<file path="src/rtl/addsub_pkg.sv">
// Shared constants and flag bundle for the pipelined adder/subtractor.
// Default width and depth match the ALU datapath build.
package addsub_pkg;

  localparam logic ADD_OP = 1'b0;
  localparam logic SUB_OP = 1'b1;

  localparam int DEF_WIDTH  = 8;
  localparam int DEF_STAGES = 2;

  typedef struct packed {
    logic carry_out;
    logic overflow;
    logic zero;
  } flags_t;

endpackage

</file>
<file path="src/rtl/ripple_chunk.sv">
// Combinational CHUNK-bit ripple of full-adder cells.
// Also exposes the carry into the MSB for signed-overflow detection.
module ripple_chunk #(
  parameter int CHUNK = 4
) (
  input  logic [CHUNK-1:0] a,
  input  logic [CHUNK-1:0] b,
  input  logic             cin,
  output logic [CHUNK-1:0] sum,
  output logic             cout,
  output logic             cmsb
);

  logic [CHUNK:0] c;

  always_comb begin
    c    = '0;
    sum  = '0;
    c[0] = cin;
    for (int i = 0; i < CHUNK; i++) begin
      sum[i]   = a[i] ^ b[i] ^ c[i];
      c[i+1]   = (a[i] & b[i]) | (c[i] & (a[i] ^ b[i]));
    end
  end

  assign cout = c[CHUNK];
  assign cmsb = c[CHUNK-1];

endmodule

</file>
<file path="src/rtl/pipelined_addsub.sv">
// Pipelined add/sub: one CHUNK ripple per stage, carry registered between.
// ADDSUB_SATURATE_EN adds satMode, clamping signed overflow per beat.
module pipelined_addsub
  import addsub_pkg::*;
#(
  parameter int WIDTH  = DEF_WIDTH,
  parameter int STAGES = DEF_STAGES
) (
  input  logic             CLK,
  input  logic             RESET,
  input  logic             inValid,
  output logic             inReady,
  input  logic [WIDTH-1:0] operandA,
  input  logic [WIDTH-1:0] operandB,
  input  logic             subMode,
`ifdef ADDSUB_SATURATE_EN
  input  logic             satMode,
`endif
  output logic             outValid,
  input  logic             outReady,
  output logic [WIDTH-1:0] result,
  output logic             carryOut,
  output logic             overflow,
  output logic             zero
);

  localparam int CHUNK = WIDTH / STAGES;
  localparam int L     = STAGES - 1;

  logic adv;

  logic [STAGES-1:0]            valid_q, valid_d, src_v;
  logic [STAGES-1:0][WIDTH-1:0] a_q, a_d, src_a;
  logic [STAGES-1:0][WIDTH-1:0] b_q, b_d, src_b;
  logic [STAGES-1:0][WIDTH-1:0] sum_q, sum_d, src_s;
  logic [STAGES-1:0]            carry_q, carry_d, src_c;
  logic [STAGES-1:0][CHUNK-1:0] ch_a, ch_b, ch_s;
  logic [STAGES-1:0]            ch_co, ch_cm;
`ifdef ADDSUB_SATURATE_EN
  logic [STAGES-1:0]            sat_q, sat_d, src_sat;
`endif
  flags_t flags_q, flags_d;

  assign adv     = ~valid_q[L] | outReady;
  assign inReady = adv;

  // Stage 0 sees the raw operands; later stages see the previous register.
  always_comb begin
    src_v    = '0;
    src_a    = '0;
    src_b    = '0;
    src_s    = '0;
    src_c    = '0;
    src_v[0] = inValid;
    src_a[0] = operandA;
    src_b[0] = (subMode == SUB_OP) ? ~operandB : operandB;
    src_c[0] = subMode;
`ifdef ADDSUB_SATURATE_EN
    src_sat    = '0;
    src_sat[0] = satMode;
`endif
    for (int k = 1; k < STAGES; k++) begin
      src_v[k] = valid_q[k-1];
      src_a[k] = a_q[k-1];
      src_b[k] = b_q[k-1];
      src_s[k] = sum_q[k-1];
      src_c[k] = carry_q[k-1];
`ifdef ADDSUB_SATURATE_EN
      src_sat[k] = sat_q[k-1];
`endif
    end
    ch_a = '0;
    ch_b = '0;
    for (int k = 0; k < STAGES; k++) begin
      ch_a[k] = src_a[k][k*CHUNK +: CHUNK];
      ch_b[k] = src_b[k][k*CHUNK +: CHUNK];
    end
  end

  for (genvar k = 0; k < STAGES; k++) begin : g_stage
    ripple_chunk #(.CHUNK(CHUNK)) u_rc (
      .a    (ch_a[k]),
      .b    (ch_b[k]),
      .cin  (src_c[k]),
      .sum  (ch_s[k]),
      .cout (ch_co[k]),
      .cmsb (ch_cm[k])
    );
  end

  always_comb begin
    logic ovf;
    valid_d = src_v;
    a_d     = src_a;
    b_d     = src_b;
    sum_d   = src_s;
    carry_d = ch_co;
`ifdef ADDSUB_SATURATE_EN
    sat_d   = src_sat;
`endif
    for (int k = 0; k < STAGES; k++) begin
      sum_d[k][k*CHUNK +: CHUNK] = ch_s[k];
    end
    ovf = ch_co[L] ^ ch_cm[L];
`ifdef ADDSUB_SATURATE_EN
    if (src_sat[L] && ovf) begin
      sum_d[L] = {src_a[L][WIDTH-1],
                  {(WIDTH-1){~src_a[L][WIDTH-1]}}};
    end
`endif
    flags_d.carry_out = ch_co[L];
    flags_d.overflow  = ovf;
    flags_d.zero      = (sum_d[L] == '0);
  end

  always_ff @(posedge CLK) begin
    if (RESET) begin
      valid_q <= '0;
      a_q     <= '0;
      b_q     <= '0;
      sum_q   <= '0;
      carry_q <= '0;
      flags_q <= '0;
`ifdef ADDSUB_SATURATE_EN
      sat_q   <= '0;
`endif
    end else if (adv) begin
      valid_q <= valid_d;
      a_q     <= a_d;
      b_q     <= b_d;
      sum_q   <= sum_d;
      carry_q <= carry_d;
      flags_q <= flags_d;
`ifdef ADDSUB_SATURATE_EN
      sat_q   <= sat_d;
`endif
    end
  end

  assign outValid = valid_q[L];
  assign result   = sum_q[L];
  assign carryOut = flags_q.carry_out;
  assign overflow = flags_q.overflow;
  assign zero     = flags_q.zero;

endmodule

</file>
<file path="config.mk">
export PLATFORM = sky130hd
export DESIGN_NAME = pipelined_addsub
export DESIGN_NICKNAME = d
export VERILOG_FILES = /design/src/rtl/addsub_pkg.sv /design/src/rtl/ripple_chunk.sv /design/src/rtl/pipelined_addsub.sv
export SDC_FILE = /design/constraint.sdc
export NUM_CORES = 1
export LEC_CHECK = 0
export BUFFER_PORTS_ARGS = -buffer_cell sky130_fd_sc_hd__clkbuf_2
export CORE_MARGIN = 2
export CORE_UTILIZATION = 55
export DETAILED_ROUTE_END_ITERATION = 10
export PLACE_DENSITY = 0.91
export SYNTH_ARGS = -nofsm -noshare
export SYNTH_HDL_FRONTEND = slang
export SYNTH_HIERARCHICAL = 1
export SYNTH_SLANG_ARGS = --single-unit
export TNS_END_PERCENT = 50
</file>
<file path="constraint.sdc">
create_clock -name CLK -period 5.98 [get_ports CLK]
set_input_delay 0.598 -clock CLK [delete_from_list [all_inputs] [get_ports CLK]]
set_output_delay 0.598 -clock CLK [all_outputs]
set_load 0.005 [all_outputs]
</file>
# Word level (Yosys, flattened, before mapping)
# Cells that the tools add are included.
# op_classes
muxes,1
n_bitwise,44
reduce_logical,1
# op_table
operator,n
XOR 1 bit,17
AND 1 bit,16
OR 1 bit,9
zero test 8 bit,1
two-way mux 8 bit,1
inverter 8 bit,1
inverter 1 bit,1
# totals
reg_bits,34
in_bits,21
word_cells,55

# Depth between registers and ports, before layout
# Gate-level depths: netlist of the first run.
# logic_depth
ltp_word,11
depth_mapped,10
depth_no_buf,9

# By module
# The synthesis of the first run kept the hierarchy.
# by_module_without_submodules
mod,instances,cells_per_inst,area_each_um2
pipelined_addsub,1,120,1039.7
ripple_chunk,2,12,110.1

# Least setup slack after synthesis of the first run
# No wires, ideal clock.
# synth_timing
path_kind,input to register
from,input subMode
to,"register sum_q, in the netlist src_s[11]"
setup_time_ps,121
arrival_time_ps,2469
path_slack_ps,3390
stages,10
path_cell_list,buf_4 xor2_1 fa_1 inv_1 fa_1 fa_1 inv_1 fa_1 nand2_1 a21oi_1
# synth_lines
item,line_no,source
start: declaration,pipelined_addsub.sv:15,"input logic subMode,"
end signal: assignment,pipelined_addsub.sv:131,sum_q <= sum_d;
end: declaration,pipelined_addsub.sv:35,"logic [STAGES-1:0][WIDTH-1:0] sum_q, sum_d, src_s;"

==> results.txt, run 1 <==
Ratio of cells with drive above 1 in the final layout - 25.1%
Min-Delay Path Depth - 2
CTS hold repair buffers - 0
Die H - 51.9 um
Num CTS Buffers - 3
Max-slew headroom at the worst pin - 63.4%
Final Util - 64.6%
HPWL reported at the end of detailed placement - 1760 um
Flop2flop setup slack - 3.39 ns
Worst path buffer plus inverter count - 2
Setup_tns - 0 ns
Worst r2r path cells - 9
Critical path's top delay family - adder cells
Drt wl/cell - 11.4 um
Synthesized area - 1260 um^2
CP peak stage delay - 0.47 ns
Crit path DAT - 2.83 ns
Yosys warnings - 6
N_diodes - 0
Hold_sp - result[6]$_SDFFE_PP0P_
Status - finished clean
Die X - 51.9 um
Die ar. - 2690 um^2
Area Overhead vs Synth - 12.3%
Initial core utilization - 57.5%
CP max stage cell - fa_1
Final min period - 2.59 ns
Ports - 34
Largest net degree at the start of global routing - 32
Core area - 2190 um^2
Final hold viol count - 0
Clock Pin Slew Worst Setup and Hold Paths - 0.12 ns
Pwr Density - 248 nW/um^2
DR iter-0 viols - 12
Overall Global Routing Usage - 18.2%
Final Cycle Share - 43.3%
Top cell type's share of synthesized area - 41.3%
Seq/Total Area, Yosys - 41.3%
Reg-to-reg startpoint - a_d[12]$_SDFFE_PP0P_
Most common cell on crit path - fa_1
CTS tree - yes
First-pass GRT wire length - 3670 um
Port Buf Inserts - 33
Placer Congestion - 0.741
DRT antenna net count - 0
Req. time, crit path - 6.23 ns
Initial antenna violation count - 0
Synthesized flop and latch total - 26
Fin. max-slew vios - 0
Final wirelength - 2270 um
R2R Path End - zero$_SDFFE_PP0P_
CP startpoint kind - flip-flop
Resize count post-CTS - 0
Cells after synthesis - 144
Post-layout nets - 202
Worst-path fanout max - 2
Total number of vias - 1003
Global route total overflow - 0
Unrepaired setup endpoints after global routing - no
Pleak - 0.666 nW
Row count - 17
Max frequency - 0.386 GHz
Maximum clock insertion buffer count - 2
Fin Clk Skew - 0.00400 ns
Max_cap viols - 0
Avg Vias per Cell - 5.04
Hold path endpoint - result[6]$_SDFFE_PP0P_
Synth area leaders - dfxtp_1 41%, fa_1 13%, nand2_1 12%
First-pass DRT Iterations - 4
Distinct cells, synth - 16
Root Buffer - clkbuf_4
Final setup fails - 0
Setup repair bufs after CTS - 0
Worst slew pin tran - 0.549 ns
Yosys top cell by area - dfxtp_1
Hold Path Class - flip-flop to flip-flop
Number of global-route vias before repair - 945
DRC viols - 0
Clk Latency, worst-skew pair - 0.31 ns
Worst setup path category - flip-flop to flip-flop
H-tree levels - 1
Clk sinks - 26
Max VDD drop - 0.000160 V
Crit path cell chain - fa_1 > inv_1 > fa_1 > fa_1 > inv_1 > fa_1 > nor4_1 > nand3_1 > a21oi_1
Crit. End Element - flip-flop
Synth Area per Inst - 8.75 um^2
Syn nets - 173
[sequential cells by signal, indices dropped and copies added, names as in the netlist]
register / cells
zero: 1
valid_q: 2
overflow: 1
result: 8
a_d: 4
src_s: 4
carry_q: 1
carryOut: 1
b_d: 4
[where the power goes]
group	total, mW	internal, mW	switching, mW
Clock	0.0716	0.0236	0.0480
Sequential	0.202	0.191	0.0105
Combinational	0.0775	0.0358	0.0417
Total	0.351	0.251	0.100
[synthesized netlist by cell type]
cell type and n:
xnor2_1 5, xor2_1 4, buf_6 2, nor2_1 7, nor2b_4 1, dfxtp_1 26, a211oi_2 5, nand2_1 39
buf_2 3, nand3_1 1, nor4_1 2, fa_1 8, buf_4 4, inv_4 1, a21oi_1 20, inv_1 16
[worst register-to-register path, cell delays in order (launching register included)]
cell and delay (ns):
dfxtp_1 0.40, fa_1 0.19, inv_1 0.05, fa_1 0.38, fa_1 0.37, inv_1 0.12, fa_1 0.47, nor4_1 0.29
nand3_1 0.11, a21oi_1 0.15
[layout make-up]
| type | instances | area (um^2) |
|---|---|---|
| Sequential cell | 26 | 520 |
| Inverter | 17 | 66.3 |
| Timing Repair Buffer | 33 | 165 |
| Multi-Input combinational cell | 92 | 606 |
| Tap cell | 28 | 35.0 |
| Fill cell | 200 | 776 |
| Clock buffer | 3 | 22.5 |
[metal layers]
| layer | global-route usage (%) | vias up | wire (um) |
|---|---|---|---|
| met4 | 8.77 | 0 | 35 |
| li1 | - | 500 | - |
| met5 | 0 | - | 0 |
| met3 | 2.87 | 4 | 140 |
| met1 | 20.2 | 462 | 915 |
| met2 | 33.3 | 37 | 1180 |
[metrics by stage]
step | std cells | total power, mW | instance area, um^2 | hold slack, ns | worst slack (ns)
after floorplan | 144 | 0.258 | 1260 | 0.432 | 3.39
after global placement | 196 | 0.279 | 1390 | 0.439 | 3.21
after detailed placement | 196 | 0.284 | 1390 | 0.447 | 3.07
after CTS | 199 | 0.354 | 1420 | 0.464 | 3.38
after global routing | 199 | 0.370 | 1420 | 0.481 | 3.27
final | 199 | 0.351 | 1420 | 0.461 | 3.39
[worst max-delay path by stage]
stage,slack [ns],cells past startpoint,end,from
after floorplan,3.39,10,src_s[11]$_SDFFE_PP0P_,subMode
after global placement,3.21,10,src_s[11]$_SDFFE_PP0P_,subMode
after detailed placement,3.07,10,src_s[11]$_SDFFE_PP0P_,subMode
after CTS,3.38,9,zero$_SDFFE_PP0P_,a_d[12]$_SDFFE_PP0P_
after global routing,3.27,9,zero$_SDFFE_PP0P_,a_d[12]$_SDFFE_PP0P_
final,3.39,9,zero$_SDFFE_PP0P_,a_d[12]$_SDFFE_PP0P_
[cells in the final DEF, fill, tap and decap left out]
cell	n
a211oi_2	5
a21oi_1	20
clkbuf_2	33
clkbuf_4	3
dfxtp_1	26
fa_1	8
inv_1	16
inv_4	1
nand2_1	39
nand3_1	1
nor2_1	7
nor2b_4	1
nor4_1	2
xnor2_1	5
xor2_1	4
[cell families after synthesis]
logic type                 synth area share [%]
xor gates and xnor gates                   6.26
adders and majority gates                  12.7
DFF                                        41.3
AOI/OAI and AO/OA                          12.9
buffers and inverters                      10.6
and+or+nand+nor                            16.2
No activity file was read; power rests on OpenSTA's default activity.
==> run 2: changes to the inputs <==
--- a/config.mk
+++ b/config.mk
@@ -5,11 +5,12 @@
 export SDC_FILE = /design/constraint.sdc
 export NUM_CORES = 1
 export LEC_CHECK = 0
+export ABC_AREA = 1
 export BUFFER_PORTS_ARGS = -buffer_cell sky130_fd_sc_hd__clkbuf_2
 export CORE_MARGIN = 2
-export CORE_UTILIZATION = 55
+export CORE_UTILIZATION = 46
 export DETAILED_ROUTE_END_ITERATION = 10
-export PLACE_DENSITY = 0.91
+export PLACE_DENSITY = 0.82
 export SYNTH_ARGS = -nofsm -noshare
 export SYNTH_HDL_FRONTEND = slang
 export SYNTH_HIERARCHICAL = 1
==> constraint.sdc (replaced) <==
create_clock -name CLK -period 2.24 [get_ports CLK]
set_input_delay 0.224 -clock CLK [delete_from_list [all_inputs] [get_ports CLK]]
set_output_delay 0.224 -clock CLK [all_outputs]
set_load 0.005 [all_outputs]
==> results.txt, run 2 <==
HPWL reported at the end of detailed placement - 1740 um
Synth area leaders - dfxtp_1 41%, fa_1 13%, nor2_1 10%
Initial core utilization - 47.3%
Reg-to-reg startpoint - b_d[12]$_SDFFE_PP0P_
First-pass GRT wire length - 3980 um
Hold Path Class - input port to flip-flop
Max VDD drop - 0.000530 V
Largest net degree at the start of global routing - 34
Cells after synthesis - 147
Tot Pwr - 1.11 mW
Unrepaired setup endpoints after global routing - yes
R2R Path End - zero$_SDFFE_PP0P_
Ratio of cells with drive above 1 in the final layout - 31.1%
Placer Congestion - 0.713
Area Overhead vs Synth - 18.0%
Synthesized area - 1270 um^2
Flop2flop setup slack - 0.05 ns
Root Buffer - clkbuf_4
Fin Clk Skew - 0.00866 ns
DR iter-0 viols - 23
Worst setup path category - flip-flop to flip-flop
Commonest non-fill, non-tap cell in the layout - nor2_1
Distinct cells, synth - 18
DRC viols - 0
CP max stage cell - fa_1
Fin. max-slew vios - 0
Seq/Total Area, Yosys - 40.9%
Post-layout nets - 210
Switching power - 0.300 mW
Worst r2r path cells - 11
Die ar. - 3200 um^2
Crit. End Element - flip-flop
Clk pwr share - 29.2%
Final hold viol count - 0
Req. time, crit path - 2.53 ns
Post-synth EDFFs - 0
Final Util - 55.8%
Synthesized flop and latch total - 26
Clock Pin Slew Worst Setup and Hold Paths - 0.14 ns
Crit path cell chain - fa_1 > inv_1 > fa_2 > fa_2 > inv_2 > fa_1 > nor2_1 > nand3_1 > nor2_1 > nor2_1 > nor2_1
Num CTS Buffers - 3
Fill cell count - 255
Hold_sp - RESET
Most frequent cells in the layout - 35 x nor2_1, 33 x clkbuf_2, 24 x dfxtp_1
Logic pwr share - 22.0%
CP startpoint kind - flip-flop
Clk Latency, worst-skew pair - 0.33 ns
Core area - 2690 um^2
Synth async-reset ratio - 0%
Pleak - 0.715 nW
Most frequent cell after synthesis - nor2_1
First-pass DRT Iterations - 7
Worst slew pin tran - 0.349 ns
Die H - 56.6 um
Max-slew headroom at the worst pin - 76.7%
Drt wl/cell - 11.0 um
N_diodes - 0
Overall Global Routing Usage - 16.1%
Total number of vias - 1005
Final setup fails - 0
Commonest cells in the netlist - 35 x nor2_1, 26 x dfxtp_1, 21 x inv_1, 18 x o21ai_0
Synth Area per Inst - 8.65 um^2
Max FFs per register - 8
Top cell type's share of synthesized area - 40.9%
Port Buf Inserts - 33
Max frequency - 0.456 GHz
DRT antenna net count - 0
Max_cap viols - 0
Worst-path fanout max - 2
Row count - 19
Pwr Density - 740 nW/um^2
Yosys warnings - 6
CP peak stage delay - 0.42 ns
Hold path endpoint - zero$_SDFFE_PP0P_
Global route total overflow - 0
Final Cycle Share - 97.8%
Synth Flop Type - dfxtp_1
Ports - 34
Sequential share of power - 48.8%
Internal Dissipation - 0.810 mW
Syn nets - 176
Sw Share - 27.1%
Crit path DAT - 2.48 ns
Final min period - 2.19 ns
Setup repair bufs after CTS - 0
Maximum clock insertion buffer count - 2
Final wirelength - 2320 um
Avg Vias per Cell - 4.76
H-tree levels - 1
Clk sinks - 26
CTS tree - yes
CTS hold repair buffers - 0
Most common cell on crit path - nor2_1
Yosys top cell by area - dfxtp_1
Number of global-route vias before repair - 970
Status - finished clean
Initial antenna violation count - 0
Min-Delay Path Depth - 2
Die X - 56.6 um
-- run 2: changes by cell type after synthesis, moves of 5 or more --
cell / delta
a211oi_2: -5
a21oi_1: -12
inv_1: +5
nand2_1: -39
nor2_1: +28
o21ai_0: +18
-- run 2: critical path, delay by kind of cell (launching register included) --
family                     cells  cell delay, ns
and+or+nand+nor                5            0.39
buffers and inverters          2            0.12
adders and majority gates      4            1.27
DFF                            1            0.37
-- run 2: how the worst max path moves through the flow --
stage	startpoint	endpoint	slack, ns	cells past startpoint
3_5_place_dp	a_d[12]$_SDFFE_PP0P_	zero$_SDFFE_PP0P_	-0.07	11
6_report	b_d[12]$_SDFFE_PP0P_	zero$_SDFFE_PP0P_	0.05	11
4_1_cts	b_d[12]$_SDFFE_PP0P_	zero$_SDFFE_PP0P_	0.05	11
2_1_floorplan	subMode	src_s[11]$_SDFFE_PP0P_	0.02	10
5_1_grt	b_d[12]$_SDFFE_PP0P_	zero$_SDFFE_PP0P_	-0.11	11
3_3_place_gp	subMode	src_s[11]$_SDFFE_PP0P_	-0.02	10
-- run 2: logic make-up after synthesis --
group                    share of synthesized area, %
AND/OR/NAND/NOR                                  12.0
AO/OA/AOI/OAI                                    15.6
buffers and inverters                            12.7
flip-flops                                       40.9
XOR/XNOR                                         6.20
adder cells (fa/ha/maj)                          12.6
-- run 2: final cells by class --
cell class | count | area (um^2) | share of cell area (%)
multi-input cells | 90 | 602 | 40.1
flip-flops and latches | 26 | 523 | 34.9
repair buffers | 37 | 195 | 13.0
inverters | 23 | 88.8 | 5.92
well taps | 31 | 38.8 | 2.59
clock inverters | 1 | 30.0 | 2.00
clock buffers | 3 | 22.5 | 1.50
-- run 2: timing repair --
item | CTS | global route
pin swaps | 1 | 0
endpoints found under the setup margin | 2 | 1
gates resized for setup | 5 | 0
-- run 2: power by group through the flow --
stage	Clock (mW)	Combinational, mW	Sequential, mW
finish	0.324	0.245	0.542
global placement	0	0.240	0.550
detailed placement	0	0.245	0.552
floorplan	0	0.167	0.549
CTS	0.331	0.249	0.543
global route	0.337	0.285	0.548
-- run 2: metal layers --
metal / up-vias / share of wire, % / global-route usage, %
met5: - / 0 / 0
met4: 0 / 1.8 / 7.14
met3: 5 / 4.5 / 2.53
met2: 26 / 51 / 30.9
met1: 457 / 42 / 16.8
li1: 517 / - / -
-- run 2: metrics by stage --
stage          std cells  hold WS (ns)  setup slack [ns]  TNS (ns)  area (um^2)
6_report             211        0.0728            0.0494         0         1500
5_1_grt              211        0.0733            -0.106    -0.106         1500
3_3_place_gp         207         0.433           -0.0228   -0.0228         1440
3_5_place_dp         207         0.439           -0.0697    -0.113         1440
4_1_cts              211        0.0683            0.0463         0         1500
2_1_floorplan        147         0.293            0.0228         0         1280
==> run 3: changes to the inputs <==
--- a/config.mk
+++ b/config.mk
@@ -11,6 +11,7 @@
 export CORE_UTILIZATION = 46
 export DETAILED_ROUTE_END_ITERATION = 10
 export PLACE_DENSITY = 0.82
+export REMOVE_ABC_BUFFERS = 1
 export SYNTH_ARGS = -nofsm -noshare
 export SYNTH_HDL_FRONTEND = slang
 export SYNTH_HIERARCHICAL = 1
==> results.txt, run 3 (synthesis results as in run 2) <==
HPWL reported at the end of detailed placement - 1710 um
GR Util met1 - 19.5%
Max-slew headroom at the worst pin - 77.0%
Reg-to-reg startpoint - b_d[12]$_SDFFE_PP0P_
Crit path DAT - 2.47 ns
Placer Congestion - 0.723
Overall Global Routing Usage - 16.1%
Worst setup path category - flip-flop to flip-flop
Status - finished clean
Req. time, crit path - 2.51 ns
Worst setup path start - b_d[12]$_SDFFE_PP0P_
Initial antenna violation count - 0
Pwr Density - 666 nW/um^2
Multi-input logic area - 594 um^2
Unrepaired setup endpoints after global routing - yes
Pleak - 0.694 nW
CTS tree - yes
Final min period - 2.20 ns
Final Cycle Share - 98.4%
Post-layout nets - 209
Layout Cell Area excl Fill - 1460 um^2
Placed Area - 1430 um^2
Die ar. - 3200 um^2
Final hold viol count - 0
Die H - 56.6 um
Max FFs per register - 8
H-tree levels - 1
Total number of vias - 1002
Fin. max-slew vios - 0
Critical path's top delay family - adder cells
DRT antenna net count - 0
Worst path buffer plus inverter count - 2
Core area - 2690 um^2
Worst-path fanout max - 2
Num CTS Buffers - 3
Max VDD drop - 0.000482 V
Number of global-route vias before repair - 967
Final setup fails - 0
Max_cap viols - 0
Hold Path Class - input port to flip-flop
CP max stage cell - fa_1
Port Buf Inserts - 33
CTS hold repair buffers - 0
Commonest non-fill, non-tap cell in the layout - nor2_1
Max frequency - 0.454 GHz
Crit. End Element - flip-flop
Clk sinks - 26
Worst slew pin tran - 0.345 ns
Ratio of cells with drive above 1 in the final layout - 30.3%
Ports - 34
Most Crowded Layer GR - met2
Place WS - -0.0776 ns
Crit path cell chain - fa_1 > inv_1 > fa_2 > fa_2 > inv_2 > fa_1 > nor2_1 > nand3_1 > nor2_1 > nor2_1 > nor2_1
Hold_sp - RESET
FF+latch area - 524 um^2
Most frequent cells in the layout - 35 x nor2_1, 33 x clkbuf_2, 23 x dfxtp_1
Initial core utilization - 47.3%
Clk Latency, worst-skew pair - 0.32 ns
First-pass DRT Iterations - 4
Global route total overflow - 0
CP peak stage delay - 0.42 ns
Maximum clock insertion buffer count - 2
DRC viols - 0
Area Overhead vs Synth - 14.6%
Avg Vias per Cell - 4.79
Final setup margin - 0.0359 ns
Fin Clk Skew - 0.00519 ns
N_diodes - 0
Fill cell count - 272
First-pass GRT wire length - 4030 um
Met3 Usage GRT - 5.53%
Clock Pin Slew Worst Setup and Hold Paths - 0.13 ns
Met2 Use GR - 27.4%
Setup repair bufs after CTS - 0
Row count - 19
Final wirelength - 2280 um
Die X - 56.6 um
CP startpoint kind - flip-flop
Largest net degree at the start of global routing - 34
DR iter-0 viols - 10
Root Buffer - clkbuf_4
Most common cell on crit path - nor2_1
Drt wl/cell - 10.9 um
==> run 3: power breakdown <==
part           internal [mW]  switching (mW)
Combinational          0.109           0.128
Clock                 0.0632           0.128
Sequential             0.515          0.0263
==> run 3: layer usage <==
metal  vias to the layer above  routed length [um]  share of wire [%]
met3                         2                 145                6.4
met4                         0                  19               0.84
met1                       458                1010                 44
met5                         -                   0                  0
li1                        515                   -                  -
met2                        27                1100                 48
==> run 3: per-stage QoR <==
step | hold WS (ns) | total power [mW] | utilization, % | instances | TNS (ns)
after floorplan | 0.293 | 0.701 | - | 139 | 0
after global placement | 0.444 | 0.780 | 53.1 | 206 | -0.0946
after detailed placement | 0.437 | 0.789 | 53.1 | 206 | -0.151
after CTS | 0.0826 | 0.980 | 54.2 | 209 | 0
after global routing | 0.0757 | 1.05 | 54.2 | 209 | -0.212
final | 0.0884 | 0.970 | 54.2 | 209 | 0
==> run 3: worst reg2reg max path: cells and delay by family, from the launching register on <==
family	cells	cell delay [ns]
adders and majority gates	4	1.26
DFF	1	0.37
and+or+nand+nor	5	0.40
buffers and inverters	2	0.12
==> run 3: repair_timing <==
| item | 4_1_cts | 5_1_grt |
|---|---|---|
| resized for setup | 5 | 1 |
| endpoints found under the hold margin | 0 | 0 |
| endpoints found under the setup margin | 1 | 1 |
==> run 3: area by class of cell <==
class                   count  area share, %
multi-input cells          90           40.8
inverters                  23           6.10
flip-flops and latches     26           36.0
repair buffers             36           12.9
clock buffers               3           1.55
well taps                  31           2.66
==> run 3: path summary, 6_finish.rpt <==
kind,cells after the start,slack (ns),endpoint
max,11,0.04,zero$_SDFFE_PP0P_
min,2,0.09,valid_q[1]$_SDFFE_PP0P_
max reg2reg,11,0.04,zero$_SDFFE_PP0P_
min reg2reg,2,0.48,valid_q[0]$_SDFFE_PP0P_
